$ cat src/rtl/muldiv_ctrl_pkg.sv
// Shared definitions for the EX-side multiply/divide sequencer: op codes,
// FSM encodings and the stall/start level names used by muldiv_ctrl.
package muldiv_ctrl_pkg;

  typedef enum logic [1:0] {
    MD_MULT  = 2'b00,
    MD_MULTU = 2'b01,
    MD_DIV   = 2'b10,
    MD_DIVU  = 2'b11
  } md_op_e;

  localparam logic [1:0] ST_IDLE = 2'd0;
  localparam logic [1:0] ST_BUSY = 2'd1;
  localparam logic [1:0] ST_DONE = 2'd2;

  localparam logic Stop     = 1'b1;
  localparam logic NoStop   = 1'b0;
  localparam logic MulStart = 1'b1;
  localparam logic MulStop  = 1'b0;
  localparam logic DivStart = 1'b1;
  localparam logic DivStop  = 1'b0;

  function automatic logic is_signed_op(input logic [1:0] op);
    return (op == MD_MULT) || (op == MD_DIV);
  endfunction

  function automatic logic is_div_op(input logic [1:0] op);
    return op[1];
  endfunction

endpackage

$ cat src/rtl/muldiv_fastpath.sv
// Trivial-operand detect: zero multiplicand/multiplier or zero divisor can be
// answered without the iterative engine.
module muldiv_fastpath
  import muldiv_ctrl_pkg::*;
#(
  parameter int DATA_W = 32
) (
  input  logic [1:0]          op,
  input  logic [DATA_W-1:0]   src1,
  input  logic [DATA_W-1:0]   src2,
  output logic                hit,
  output logic [2*DATA_W-1:0] result
);

  always_comb begin
    hit    = 1'b0;
    result = '0;
    if (is_div_op(op)) begin
      // Divide by zero: remainder is the dividend, quotient all ones.
      if (src2 == '0) begin
        hit    = 1'b1;
        result = {src1, {DATA_W{1'b1}}};
      end
    end else if (src1 == '0 || src2 == '0) begin
      hit = 1'b1;
    end
  end

endmodule

$ cat src/rtl/muldiv_ctrl.sv
// Single FSM owning the shared mul/div engine: start/annul handshake, EX stall,
// one-shot HI/LO write held until the pipe advances. MULDIV_FASTPATH_EN enables
// the zero-operand bypass.
module muldiv_ctrl
  import muldiv_ctrl_pkg::*;
#(
  parameter int DATA_W      = 32,
  parameter int TIMEOUT_CYC = 64
) (
  input  logic                clk,
  input  logic                rst,
  input  logic                req_valid,
  input  logic [1:0]          req_op,
  input  logic [DATA_W-1:0]   req_src1,
  input  logic [DATA_W-1:0]   req_src2,
  input  logic                flush,
  input  logic                pipe_stall,
  output logic                eng_start,
  output logic                eng_annul,
  output logic                eng_signed,
  output logic                eng_is_div,
  output logic [DATA_W-1:0]   eng_op1,
  output logic [DATA_W-1:0]   eng_op2,
  input  logic [2*DATA_W-1:0] eng_result,
  input  logic                eng_ready,
  output logic                stallreq,
  output logic                hilo_we,
  output logic [DATA_W-1:0]   hi_o,
  output logic [DATA_W-1:0]   lo_o,
  output logic                timeout_err
);

  localparam int CNT_W = $clog2(TIMEOUT_CYC + 1);
  localparam logic [CNT_W-1:0] CNT_LAST = CNT_W'(TIMEOUT_CYC - 1);
  localparam logic [CNT_W-1:0] CNT_SAT  = CNT_W'(TIMEOUT_CYC);

  logic [1:0]          state;
  logic [1:0]          op_q;
  logic [DATA_W-1:0]   src1_q, src2_q;
  logic [2*DATA_W-1:0] res_q;
  logic [CNT_W-1:0]    cnt;
  logic                busy, timeout;
  logic                fp_hit;
  logic [2*DATA_W-1:0] fp_res;

`ifdef MULDIV_FASTPATH_EN
  muldiv_fastpath #(.DATA_W(DATA_W)) u_fastpath (
    .op     (req_op),
    .src1   (req_src1),
    .src2   (req_src2),
    .hit    (fp_hit),
    .result (fp_res)
  );
`else
  assign fp_hit = 1'b0;
  assign fp_res = '0;
`endif

  assign busy    = (state == ST_BUSY);
  // Ready on the last allowed cycle still wins over the abort.
  assign timeout = busy && !eng_ready && (cnt == CNT_LAST);

  assign eng_start  = busy ? (is_div_op(op_q) ? DivStart : MulStart)
                           : (is_div_op(op_q) ? DivStop  : MulStop);
  assign eng_signed = busy && is_signed_op(op_q);
  assign eng_is_div = busy && is_div_op(op_q);
  assign eng_op1    = src1_q;
  assign eng_op2    = src2_q;
  assign hi_o       = res_q[2*DATA_W-1:DATA_W];
  assign lo_o       = res_q[DATA_W-1:0];

  always_comb begin
    stallreq    = NoStop;
    hilo_we     = 1'b0;
    eng_annul   = 1'b0;
    timeout_err = 1'b0;
    unique case (state)
      ST_IDLE: stallreq = req_valid ? Stop : NoStop;
      ST_BUSY: begin
        stallreq = Stop;
        if (flush) begin
          eng_annul = 1'b1;
        end else if (timeout) begin
          eng_annul   = 1'b1;
          timeout_err = 1'b1;
        end
      end
      ST_DONE: hilo_we = ~flush;
      default: ;
    endcase
  end

  always_ff @(posedge clk) begin
    if (rst) begin
      state  <= ST_IDLE;
      op_q   <= '0;
      src1_q <= '0;
      src2_q <= '0;
      res_q  <= '0;
      cnt    <= '0;
    end else begin
      unique case (state)
        ST_IDLE: begin
          if (req_valid && !flush) begin
            op_q   <= req_op;
            src1_q <= req_src1;
            src2_q <= req_src2;
            cnt    <= '0;
            if (fp_hit) begin
              res_q <= fp_res;
              state <= ST_DONE;
            end else begin
              state <= ST_BUSY;
            end
          end
        end
        ST_BUSY: begin
          if (flush) begin
            state <= ST_IDLE;
          end else if (eng_ready) begin
            res_q <= eng_result;
            state <= ST_DONE;
          end else if (timeout) begin
            res_q <= '0;
            state <= ST_DONE;
          end else if (cnt != CNT_SAT) begin
            cnt <= cnt + 1'b1;
          end
        end
        ST_DONE: begin
          // MEM only latches HI/LO when the pipe advances.
          if (flush || !pipe_stall) state <= ST_IDLE;
        end
        default: state <= ST_IDLE;
      endcase
    end
  end

endmodule

$ cat config.mk
export PLATFORM = sky130hd
export DESIGN_NAME = muldiv_ctrl
export DESIGN_NICKNAME = d
export VERILOG_FILES = /design/src/rtl/muldiv_ctrl_pkg.sv /design/src/rtl/muldiv_fastpath.sv /design/src/rtl/muldiv_ctrl.sv
export SDC_FILE = /design/constraint.sdc
export NUM_CORES = 1
export LEC_CHECK = 0
export BUFFER_PORTS_ARGS = -buffer_cell sky130_fd_sc_hd__buf_2
export CAP_MARGIN = 20
export CORE_ASPECT_RATIO = 0.5
export CORE_MARGIN = 4
export CORE_UTILIZATION = 45
export DETAILED_ROUTE_END_ITERATION = 8
export PLACE_DENSITY = 0.92
export SLEW_MARGIN = 40
export SYNTH_ARGS = -nofsm -noshare
export SYNTH_HDL_FRONTEND = slang
export SYNTH_SLANG_ARGS = --single-unit
$ cat constraint.sdc
create_clock -name clk -period 2.2 [get_ports clk]
set_input_delay 0.22 -clock clk [delete_from_list [all_inputs] [get_ports clk]]
set_output_delay 0.22 -clock clk [all_outputs]
set_load 0.02 [all_outputs]
==> run metrics, run 1 <==
status=finished clean; Hold EP=eng_op1[5]$_SDFFE_PP0P_; Clock Tree Buf Depth=2; GRT Util Overall=21.1%; Worst Reg-to-Reg Cells=6; Combinational Power Share=9.4%; Critical Path RT=2.47 ns; number of antenna violations at the first check in global routing=0; drt first-iter violations=430; Post-Route M1 WL=5790 um; Syn. warnings=0; P per Cell Area=874 mW/mm2; via count=4968; RePlAce Congestion=0.890; Crit. End Element=flip-flop; via-per-instance ratio=5.07; sequential share of the synthesized area=53.5%; Post-synth EDFFs=0; cts hold-fix bufs=0; DR pass1 iterations=5; type of the tightest min-delay check=in -> reg; IR drop worst, VDD=0.000614 V; Slew @ Worst Pin=0.681 ns; Max stage delay cell, worst path=or3_2; Max Fclk=0.483 GHz; cell area after layout=0.00728 mm2; Total Routed Length=14700 um; RR Endpoint=res_q[28]$_SDFFE_PP0P_; Slew headroom=54.6%; area grow syn2layout=39.8%; ant diodes=0; Yosys cell types=36; crit-path max cell delay=0.50 ns; cts bufs inserted=17; sequential share of power=41.5%; detailed-route DRC error count=0; utilization after layout=65.3%; WHS=0.0461 ns; Clk pwr share=49.1%; largest net degree at the start of global routing=67; Tcrit/Tclk final=94.1%; vias in the first global route=4932; net switching share of the total power=23.5%; Post-Layout Cell Count=980; Layout Skew=0.00974 ns; TritonCTS clock tree=done; Num Clock Sinks=139; Max Slew Vio Count=0; share of layout cells above drive strength 1=43.7%; I/O Pins=271; max-cap viol count=0; Post-CTS Resized=0; Root Buffer Master=clkbuf_16; FFs w/ async S/R, synth=0%; critical-path maximum fanout=65; Post-Syn Nets=709; Top Metal Used=met4; Fill cells=892; CP Launch Type=flip-flop; worst reg2reg path startpoint=cnt[0]$_SDFFE_PP0P_; FF+latch area=0.00278 mm2; mapped cell area=0.00520 mm2; Internal=4.86 mW; area of the multi-input gates=0.00220 mm2; met2 WL post-DR=7560 um; CP Data Arrival Time=2.34 ns; post-synthesis cell count=571; IO buf count=270; Post-Route Setup TNS=0 ns; Worst Hold Launch=req_src1[5]; Worst-path clk slew=0.06 ns; placed insts=948; initial core utilization=46.7%; Final Hold Fails=0; met3 WL=1040 um; Net Sw Power=1.50 mW; Mean Syn Cell Area=9.11 um2; H-tree Lvls=4; Congestion Overflow GR=0; setup bufs post-CTS=0; num rows=27; WL per Instance=15.0 um; Yosys reg bits=139; dpl hpwl=10500 um; ys flop type=dfxtp_1; Clk Latency, worst-skew pair=0.40 ns; R2R setup slack=0.13 ns; WS Path Type=reg -> reg; clock period minus worst slack=2.07 ns; die area=0.0135 mm2; Hold Path Cell Cnt=3; Die W=160 um; RSZ-0062 raised after global routing=false; die height=84.0 um; Total Nets Final=960; Lkg Pwr=3.31 nW; first-pass GRT wire length=23600 um; Cell Area, Placed=0.00663 mm2; crit path cell chain=ha_1 > a41oi_4 > or3_2 > buf_12 > a22oi_2 > nor2_1; post-route ant nets=0; core area=0.0111 mm2; # setup viols final=0
-- metrics by stage --
step | setup WS, ns | total power [mW]
2_1_floorplan | 0.480 | 3.02
3_3_place_gp | 0.246 | 3.27
3_5_place_dp | 0.139 | 3.29
4_1_cts | 0.116 | 6.43
5_1_grt | 0.00787 | 6.63
6_report | 0.130 | 6.36
-- cells in the final DEF (no fill, tap or decap), types with 2 or more instances in the layout --
master | synthesis | routed
nand2b_1 | 2 | 2
o21ai_0 | 7 | 7
ha_1 | 2 | 2
nand3_1 | 2 | 2
nand2_1 | 140 | 139
a22oi_2 | 50 | 50
clkinv_2 | 0 | 2
clkbuf_16 | 0 | 17
clkbuf_1 | 21 | 2
a22oi_1 | 14 | 14
nor2_1 | 73 | 73
nor3_1 | 2 | 2
nand4_1 | 3 | 3
buf_2 | 13 | 269
dfxtp_1 | 139 | 139
clkinv_4 | 0 | 3
inv_1 | 3 | 3
inv_6 | 0 | 2
bufinv_16 | 0 | 5
buf_4 | 0 | 4
buf_12 | 0 | 4
a21oi_1 | 68 | 68
nor4_1 | 2 | 2
-- power by group through the flow --
| stage | sequential [mW] | clock, mW | combinational [mW] |
|---|---|---|---|
| floorplan | 2.79 | 0 | 0.230 |
| global placement | 2.69 | 0 | 0.582 |
| detailed placement | 2.70 | 0 | 0.596 |
| CTS | 2.64 | 3.19 | 0.599 |
| global route | 2.65 | 3.34 | 0.646 |
| finish | 2.64 | 3.12 | 0.595 |
-- flip-flops by register name, summed over array words and instances, names as in the netlist --
| register | count |
|---|---|
| eng_op1 | 32 |
| cnt | 7 |
| res_q | 64 |
| state | 2 |
| eng_op2 | 32 |
| op_q | 2 |
-- Yosys cell counts, types with 5 or more instances --
| cell | number | share of area (%) |
|---|---|---|
| nor2_1 | 73 | 5.3 |
| a22oi_1 | 14 | 2.0 |
| buf_2 | 13 | 1.3 |
| o21ai_0 | 7 | 0.67 |
| nand2_1 | 140 | 10 |
| dfxtp_1 | 139 | 53 |
| a22oi_2 | 50 | 12 |
| a21oi_1 | 68 | 6.5 |
| clkbuf_1 | 21 | 1.5 |
| buf_1 | 5 | 0.36 |
| buf_6 | 6 | 1.3 |
-- worst max-delay path, delay by kind of cell (launching register included) --
family / cells / cell delay, ns
and+or+nand+nor: 2 / 0.56
AOI/OAI and AO/OA: 2 / 0.40
buffers and inverters: 1 / 0.23
DFF: 1 / 0.39
adders and majority gates: 1 / 0.31
-- worst max path at each step --
stage | startpoint | endpoint | slack (ns)
after floorplan | cnt[0]$_SDFFE_PP0P_ | res_q[53]$_SDFFE_PP0P_ | 0.48
after global placement | cnt[0]$_SDFFE_PP0P_ | res_q[3]$_SDFFE_PP0P_ | 0.25
after detailed placement | cnt[0]$_SDFFE_PP0P_ | res_q[57]$_SDFFE_PP0P_ | 0.14
after CTS | cnt[0]$_SDFFE_PP0P_ | res_q[57]$_SDFFE_PP0P_ | 0.12
after global routing | cnt[0]$_SDFFE_PP0P_ | res_q[1]$_SDFFE_PP0P_ | 0.008
final | cnt[0]$_SDFFE_PP0P_ | res_q[28]$_SDFFE_PP0P_ | 0.13
-- cell families (layout without fill, tap and decap cells) --
group	after synthesis	after routing	share of synthesized area, %
AOI/OAI and AO/OA	146	146	22.9
DFF	139	139	53.5
muxes	1	1	0.192
adders and majority gates	2	2	0.481
and+or+nand+nor	235	235	18.3
buffers and inverters	48	312	4.64
-- layer usage --
| layer | up-vias | global-route usage (%) |
|---|---|---|
| met5 | - | 0 |
| met4 | 0 | 8.51 |
| met3 | 35 | 6.17 |
| met2 | 197 | 38.1 |
| met1 | 2300 | 23.4 |
| li1 | 2436 | - |
-- cell type report --
cell class | instances | share of cell area [%]
Clock buffer | 19 | 5.95
Multi-Input combinational cell | 384 | 30.2
Tap cell | 145 | 2.49
Inverter | 3 | 0.155
Sequential cell | 139 | 38.2
Timing Repair Buffer | 277 | 20.0
Clock inverter | 13 | 2.96
Note: power is estimated with default switching activity, not from simulation.
==> run 2: changes to the inputs <==
--- a/config.mk
+++ b/config.mk
@@ -5,11 +5,12 @@
 export SDC_FILE = /design/constraint.sdc
 export NUM_CORES = 1
 export LEC_CHECK = 0
+export ABC_AREA = 1
 export BUFFER_PORTS_ARGS = -buffer_cell sky130_fd_sc_hd__buf_2
 export CAP_MARGIN = 20
 export CORE_ASPECT_RATIO = 0.5
 export CORE_MARGIN = 4
-export CORE_UTILIZATION = 45
+export CORE_UTILIZATION = 46
 export DETAILED_ROUTE_END_ITERATION = 8
 export PLACE_DENSITY = 0.92
 export SLEW_MARGIN = 40
==> run 2 against run 1 <==
- fmax is 5.8% higher
- critical endpoint is now eng_annul
- cell count grew 12%
- setup slack improved by 0.11 ns
- highest routed layer unchanged
- core utilization increased by 1.1 points
- flip-flop and latch count stayed put
- sequential share of layout area is 1.1 points lower
- largest power group unchanged
==> run metrics, run 2 <==
Mean Syn Cell Area=8.19 um2 (was 9.11 um2); H-tree Lvls=4 (unchanged); Top reg by flops=res_q (unchanged); Post-Layout Cell Count=1096 (was 980); Root Buffer Master=clkbuf_16 (unchanged); WS Path Type=reg -> out (was reg -> reg); Die W=162 um (was 160 um); Slew @ Worst Pin=0.669 ns (was 0.681 ns); first-pass GRT wire length=24600 um (was 23600 um); num rows=27 (unchanged); Num Clock Sinks=139 (unchanged); CP Data Arrival Time=1.74 ns (was 2.34 ns); Crit. End Element=output pin (was flip-flop); count leader, synth=nand2_1 (unchanged); FFs w/ async S/R, synth=0% (unchanged); Congestion Overflow GR=0 (unchanged); Clk Latency, worst-skew pair=0.40 ns (about the same); clock period minus worst slack=1.96 ns (was 2.07 ns); Post-Syn Nets=804 (was 709); setup bufs post-CTS=0 (unchanged); ys flop type=dfxtp_1 (unchanged); # setup viols final=0 (unchanged); Layout Skew=0.0114 ns (was 0.00974 ns); placed insts=1063 (was 948); CP Launch Type=flip-flop (unchanged); Tcrit/Tclk final=89.0% (was 94.1%); cell taking the most area after synthesis=dfxtp_1 (unchanged); Max Fclk=0.511 GHz (was 0.483 GHz); P per Cell Area=787 mW/mm2 (was 874 mW/mm2); share of layout cells above drive strength 1=45.6% (was 43.7%); DR pass1 iterations=5 (unchanged); crit path buf inv count=1 (unchanged); vias in the first global route=5192 (was 4932); Final Hold Fails=0 (unchanged); crit-path max cell delay=0.43 ns (was 0.50 ns); Clock Tree Buf Depth=2 (unchanged); TritonCTS clock tree=done (unchanged); Yosys cell types=25 (was 36); Syn. warnings=0 (unchanged); core area=0.0113 mm2 (was 0.0111 mm2); initial core utilization=48.3% (was 46.7%); PnR Total Power=5.89 mW (was 6.36 mW); crit path cell chain=ha_1 > nand2_2 > nor2_4 > nand3_1 > a21oi_1 > buf_2 (was ha_1 > a41oi_4 > or3_2 > buf_12 > a22oi_2 > nor2_1); Post-synth EDFFs=0 (unchanged); max-cap viol count=0 (unchanged); Critical Path RT=1.98 ns (was 2.47 ns); number of antenna violations at the first check in global routing=1 (was 0); Max stage delay cell, worst path=dfxtp_1 (was or3_2); Post-Route Setup TNS=0 ns (unchanged); max reg flops=64 (unchanged); largest net degree at the start of global routing=69 (was 67); Post-CTS Resized=0 (unchanged); commonest non-fill, non-tap cell in the layout=buf_2 (unchanged); IO buf count=270 (unchanged); Yosys reg bits=139 (unchanged); detailed-route DRC error count=0 (unchanged); Fill cells=942 (was 892); drt first-iter violations=391 (was 430); type of the tightest min-delay check=in -> reg (unchanged); via count=5283 (was 4968); Total Routed Length=15400 um (was 14700 um); status=finished clean (unchanged); cts bufs inserted=17 (unchanged); critical-path maximum fanout=7 (was 65); die area=0.0138 mm2 (was 0.0135 mm2); Slew headroom=55.4% (was 54.6%); die height=85.0 um (was 84.0 um); Total Nets Final=1061 (was 960); post-route ant nets=0 (unchanged); Lkg Pwr=3.28 nW (was 3.31 nW); Synth area leaders=dfxtp_1, nand2_1, a21oi_1, a21oi_2, nand2_2 (was dfxtp_1, a22oi_2, nand2_1, a21oi_1, nor2_1); RePlAce Congestion=0.900 (was 0.890); mapped cell area=0.00545 mm2 (was 0.00520 mm2); GRT Util Overall=21.4% (was 21.1%); post-synthesis cell count=666 (was 571); WL per Instance=14.0 um (was 15.0 um); dpl hpwl=11200 um (was 10500 um); Worst-path clk slew=0.07 ns (was 0.06 ns); Commonest cells post-synth=nand2_1, dfxtp_1, a21oi_1 (was nand2_1, dfxtp_1, nor2_1); cts hold-fix bufs=0 (unchanged); Max Slew Vio Count=0 (unchanged); Top delay family on crit path=flip-flops (was simple AND/OR/NAND/NOR gates); RSZ-0062 raised after global routing=false (unchanged); via-per-instance ratio=4.82 (was 5.07); area grow syn2layout=37.3% (was 39.8%); most frequent cells in the layout=buf_2, nand2_1, dfxtp_1, a21oi_1, nand2_2 (was buf_2, nand2_1, dfxtp_1, nor2_1, a21oi_1); I/O Pins=271 (unchanged); post-synth top area share=51.0% (was 53.5%); IR drop worst, VDD=0.000667 V (was 0.000614 V); sequential share of the synthesized area=51.0% (was 53.5%)
[run 2: worst register-to-register path: stages (launching register included)]
cell and delay, ns:
dfxtp_1 0.43, ha_1 0.26, nand2_2 0.10, nor2_4 0.12
nand2_2 0.09, nand2_2 0.10, nand2_4 0.23, buf_12 0.27
nand2_1 0.06, a21oi_1 0.06
[run 2: cell type report]
type / count / area [um2] / share of cell area [%]
Inverter: 14 / 52.6 / 0.702
Antenna cell: 1 / 2.50 / 0.0334
Clock inverter: 12 / 105 / 1.40
Sequential cell: 139 / 2780 / 37.2
Clock buffer: 20 / 467 / 6.23
Multi-Input combinational cell: 470 / 2370 / 31.6
Tap cell: 159 / 199 / 2.66
Timing Repair Buffer: 281 / 1510 / 20.2
[run 2: power breakdown]
group | internal (mW) | switching, mW | total [mW]
Sequential | 2.59 | 0.0395 | 2.63
Combinational | 0.217 | 0.346 | 0.563
Clock | 1.57 | 1.13 | 2.70
[run 2: kinds of logic after synthesis]
logic type / Yosys count / synth area share, %
buf+inv: 57 / 5.64
compound gates: 149 / 17.2
simple gates: 319 / 25.7
flops: 139 / 51.0
fa+ha+maj: 2 / 0.459
[run 2: stage by stage]
| stage | worst slack (ns) | hold slack, ns | cell area [um2] | utilization, % |
|---|---|---|---|---|
| after global placement | 0.457 | 0.447 | 6910 | 61.3 |
| after CTS | 0.231 | 0.0530 | 7490 | 66.3 |
| after floorplan | 0.681 | 0.363 | 5450 | - |
| after detailed placement | 0.358 | 0.449 | 6910 | 61.3 |
| final | 0.243 | 0.0636 | 7490 | 66.4 |
| after global routing | 0.104 | 0.0458 | 7490 | 66.4 |
[run 2: worst paths after layout]
check	cells after the start	startpoint	to	slack, ns
setup / recovery	6	cnt[0]$_SDFFE_PP0P_	eng_annul	0.24
hold / removal	3	req_src1[21]	eng_op1[21]$_SDFFE_PP0P_	0.06
setup reg to reg	9	cnt[0]$_SDFFE_PP0P_	res_q[1]$_SDFFE_PP0P_	0.35
hold reg to reg	2	res_q[55]$_SDFFE_PP0P_	res_q[55]$_SDFFE_PP0P_	0.46
[run 2: per-layer routing]
layer	track usage, %	wire (um)	up-vias
met5	0	0	-
li1	-	-	2655
met1	24.6	6200	2402
met2	40.0	7890	190
met4	7.21	412	0
met3	4.46	886	36
==> run 3: changes to the inputs <==
--- a/config.mk
+++ b/config.mk
@@ -6,13 +6,15 @@
 export NUM_CORES = 1
 export LEC_CHECK = 0
 export ABC_AREA = 1
+export ABC_CLOCK_PERIOD_IN_PS = 2200
 export BUFFER_PORTS_ARGS = -buffer_cell sky130_fd_sc_hd__buf_2
 export CAP_MARGIN = 20
 export CORE_ASPECT_RATIO = 0.5
 export CORE_MARGIN = 4
-export CORE_UTILIZATION = 46
+export CORE_UTILIZATION = 40
 export DETAILED_ROUTE_END_ITERATION = 8
-export PLACE_DENSITY = 0.92
+export PLACE_DENSITY = 0.83
+export RECOVER_POWER = 100
 export SLEW_MARGIN = 40
 export SYNTH_ARGS = -nofsm -noshare
 export SYNTH_HDL_FRONTEND = slang
==> run 3 against run 2 <==
- power rose by 4.3%
- first-iteration DRC count fell by 37%
- worst hold slack got worse by 0.0030 ns
- sequential power barely moved
- wire length fell by 1.7%
- flip-flop and latch count did not move
- sequential share of layout area rose by 1.4 points
- combinational power fell by 6.0%
- highest routed layer unchanged
- die area rose by 14%
- largest cell class unchanged
- fmax fell by 3.0%
- clock skew fell by 0.0030 ns
- largest power group unchanged
==> run metrics, run 3 (synthesis gave the netlist of run 2 again) <==
crit-path max cell delay=0.44 ns (was 0.43 ns); Final Hold Fails=0 (unchanged); Clock Tree Buf Depth=2 (unchanged); Top reg by flops=res_q (unchanged); largest net degree at the start of global routing=69 (unchanged); H-tree Lvls=4 (unchanged); num rows=29 (was 27); number of antenna violations at the first check in global routing=0 (was 1); final worst slack=0.183 ns (was 0.243 ns); IO buf count=270 (unchanged); die area=0.0157 mm2 (was 0.0138 mm2); area grow syn2layout=32.3% (was 37.3%); detailed-route DRC error count=0 (unchanged); core area=0.0130 mm2 (was 0.0113 mm2); WS Path Type=reg -> out (unchanged); dpl hpwl=11000 um (was 11200 um); TritonCTS clock tree=done (unchanged); max-cap viol count=0 (unchanged); IR drop worst, VDD=0.000421 V (was 0.000667 V); utilization after layout=55.5% (was 66.4%); status=finished clean (unchanged); via-per-instance ratio=4.74 (was 4.82); Total Nets Final=1061 (unchanged); Post-Route Setup TNS=0 ns (unchanged); Max Fclk=0.496 GHz (was 0.511 GHz); Root Buffer Master=clkbuf_16 (unchanged); max reg flops=64 (unchanged); RePlAce Congestion=0.845 (was 0.900); Die W=173 um (was 162 um); Max Slew Vio Count=0 (unchanged); cts hold-fix bufs=0 (unchanged); most frequent cells in the layout=nand2_1, dfxtp_1, buf_2, clkbuf_1, a21oi_1 (was buf_2, nand2_1, dfxtp_1, a21oi_1, nand2_2); critical-path maximum fanout=7 (unchanged); PnR Total Power=6.15 mW (was 5.89 mW); Crit. End Element=output pin (unchanged); Top delay family on crit path=simple AND/OR/NAND/NOR gates (was flip-flops); CP Launch Type=flip-flop (unchanged); share of layout cells above drive strength 1=26.0% (was 45.6%); first-pass GRT wire length=24500 um (was 24600 um); Worst-path clk slew=0.06 ns (was 0.07 ns); crit path cell chain=ha_1 > nand2_1 > nor2_4 > nand3_1 > nor2_1 > clkbuf_1 (was ha_1 > nand2_2 > nor2_4 > nand3_1 > a21oi_1 > buf_2); RSZ-0062 raised after global routing=false (unchanged); Setup WS pre-CTS=0.391 ns (was 0.358 ns); WL per Instance=13.7 um (was 14.0 um); die height=90.6 um (was 85.0 um); crit path buf inv count=1 (unchanged); Layout Skew=0.00844 ns (was 0.0114 ns); Lkg Pwr=2.69 nW (was 3.28 nW); clock period minus worst slack=2.02 ns (was 1.96 ns); I/O Pins=271 (unchanged); Slew @ Worst Pin=1.32 ns (was 0.669 ns); cts bufs inserted=17 (unchanged); DR pass1 iterations=6 (was 5); Post-CTS Resized=0 (unchanged); CP Data Arrival Time=1.80 ns (was 1.74 ns); commonest non-fill, non-tap cell in the layout=nand2_1 (was buf_2); type of the tightest min-delay check=in -> reg (unchanged); # setup viols final=0 (unchanged); Clk Latency, worst-skew pair=0.40 ns (about the same); Num Clock Sinks=139 (unchanged); Critical Path RT=1.98 ns (about the same); Tcrit/Tclk final=91.7% (was 89.0%); via count=5243 (was 5283); WHS=0.0606 ns (was 0.0636 ns); setup bufs post-CTS=0 (unchanged); Total Routed Length=15100 um (was 15400 um); initial core utilization=42.0% (was 48.3%); vias in the first global route=5074 (was 5192); P per Cell Area=852 mW/mm2 (was 787 mW/mm2); Fill cells=1290 (was 942); drt first-iter violations=248 (was 391); Max stage delay cell, worst path=dfxtp_1 (unchanged); post-route ant nets=0 (unchanged); Slew headroom=12.3% (was 55.4%); Congestion Overflow GR=0 (unchanged); GRT Util Overall=18.4% (was 21.4%)
run 3: per-stage QoR:
step / cells / area [um2]
floorplan: 666 / 5450
global placement: 1074 / 6900
detailed placement: 1074 / 6900
CTS: 1106 / 7530
global route: 1106 / 7210
finish: 1107 / 7220
run 3: cell type report:
class                      count  area (um2)  area share (%)
multi-input combinational    470        2230            30.9
sequential                   139        2780            38.6
tap                          170         213            2.95
antenna                        1        2.50          0.0347
timing repair buffer         281        1310            18.2
inverter                      14        52.6           0.728
clock inverter                14         184            2.55
clock buffer                  18         439            6.09
run 3: report_power, final:
part / internal, mW / leakage (nW) / switching (mW) / total [mW]
logic: 0.190 / 1.27 / 0.339 / 0.529
registers: 2.59 / 1.13 / 0.0387 / 2.63
clock network: 1.84 / 0.299 / 1.14 / 2.99
total: 4.62 / 2.69 / 1.52 / 6.15
run 3: worst paths after layout:
path                               start                        to  slack (ns)  depth (start not counted)
hold / removal              req_src2[11]  eng_op2[11]$_SDFFE_PP0P_        0.06                          3
hold reg to reg   res_q[50]$_SDFFE_PP0P_    res_q[50]$_SDFFE_PP0P_        0.46                          2
setup / recovery     cnt[0]$_SDFFE_PP0P_               timeout_err        0.18                          6
setup reg to reg     cnt[0]$_SDFFE_PP0P_     res_q[4]$_SDFFE_PP0P_        0.27                          9
run 3: layer usage:
metal  track usage, %  wire length (um)  vias to the layer above
li1                 -                 -                     2649
met1             21.2              6070                     2422
met2             34.1              8070                      147
met3             3.93               725                       25
met4             6.37               250                        0
met5                0                 0                        -
run 3: worst register-to-register path: stages (launching register included):
cell     delay, ns
dfxtp_1       0.44
ha_1          0.23
nand2_1       0.12
nor2_4        0.13
nand2_1       0.11
nand2_1       0.11
nand2_2       0.23
buf_12        0.27
nand2_1       0.11
a21oi_2       0.06
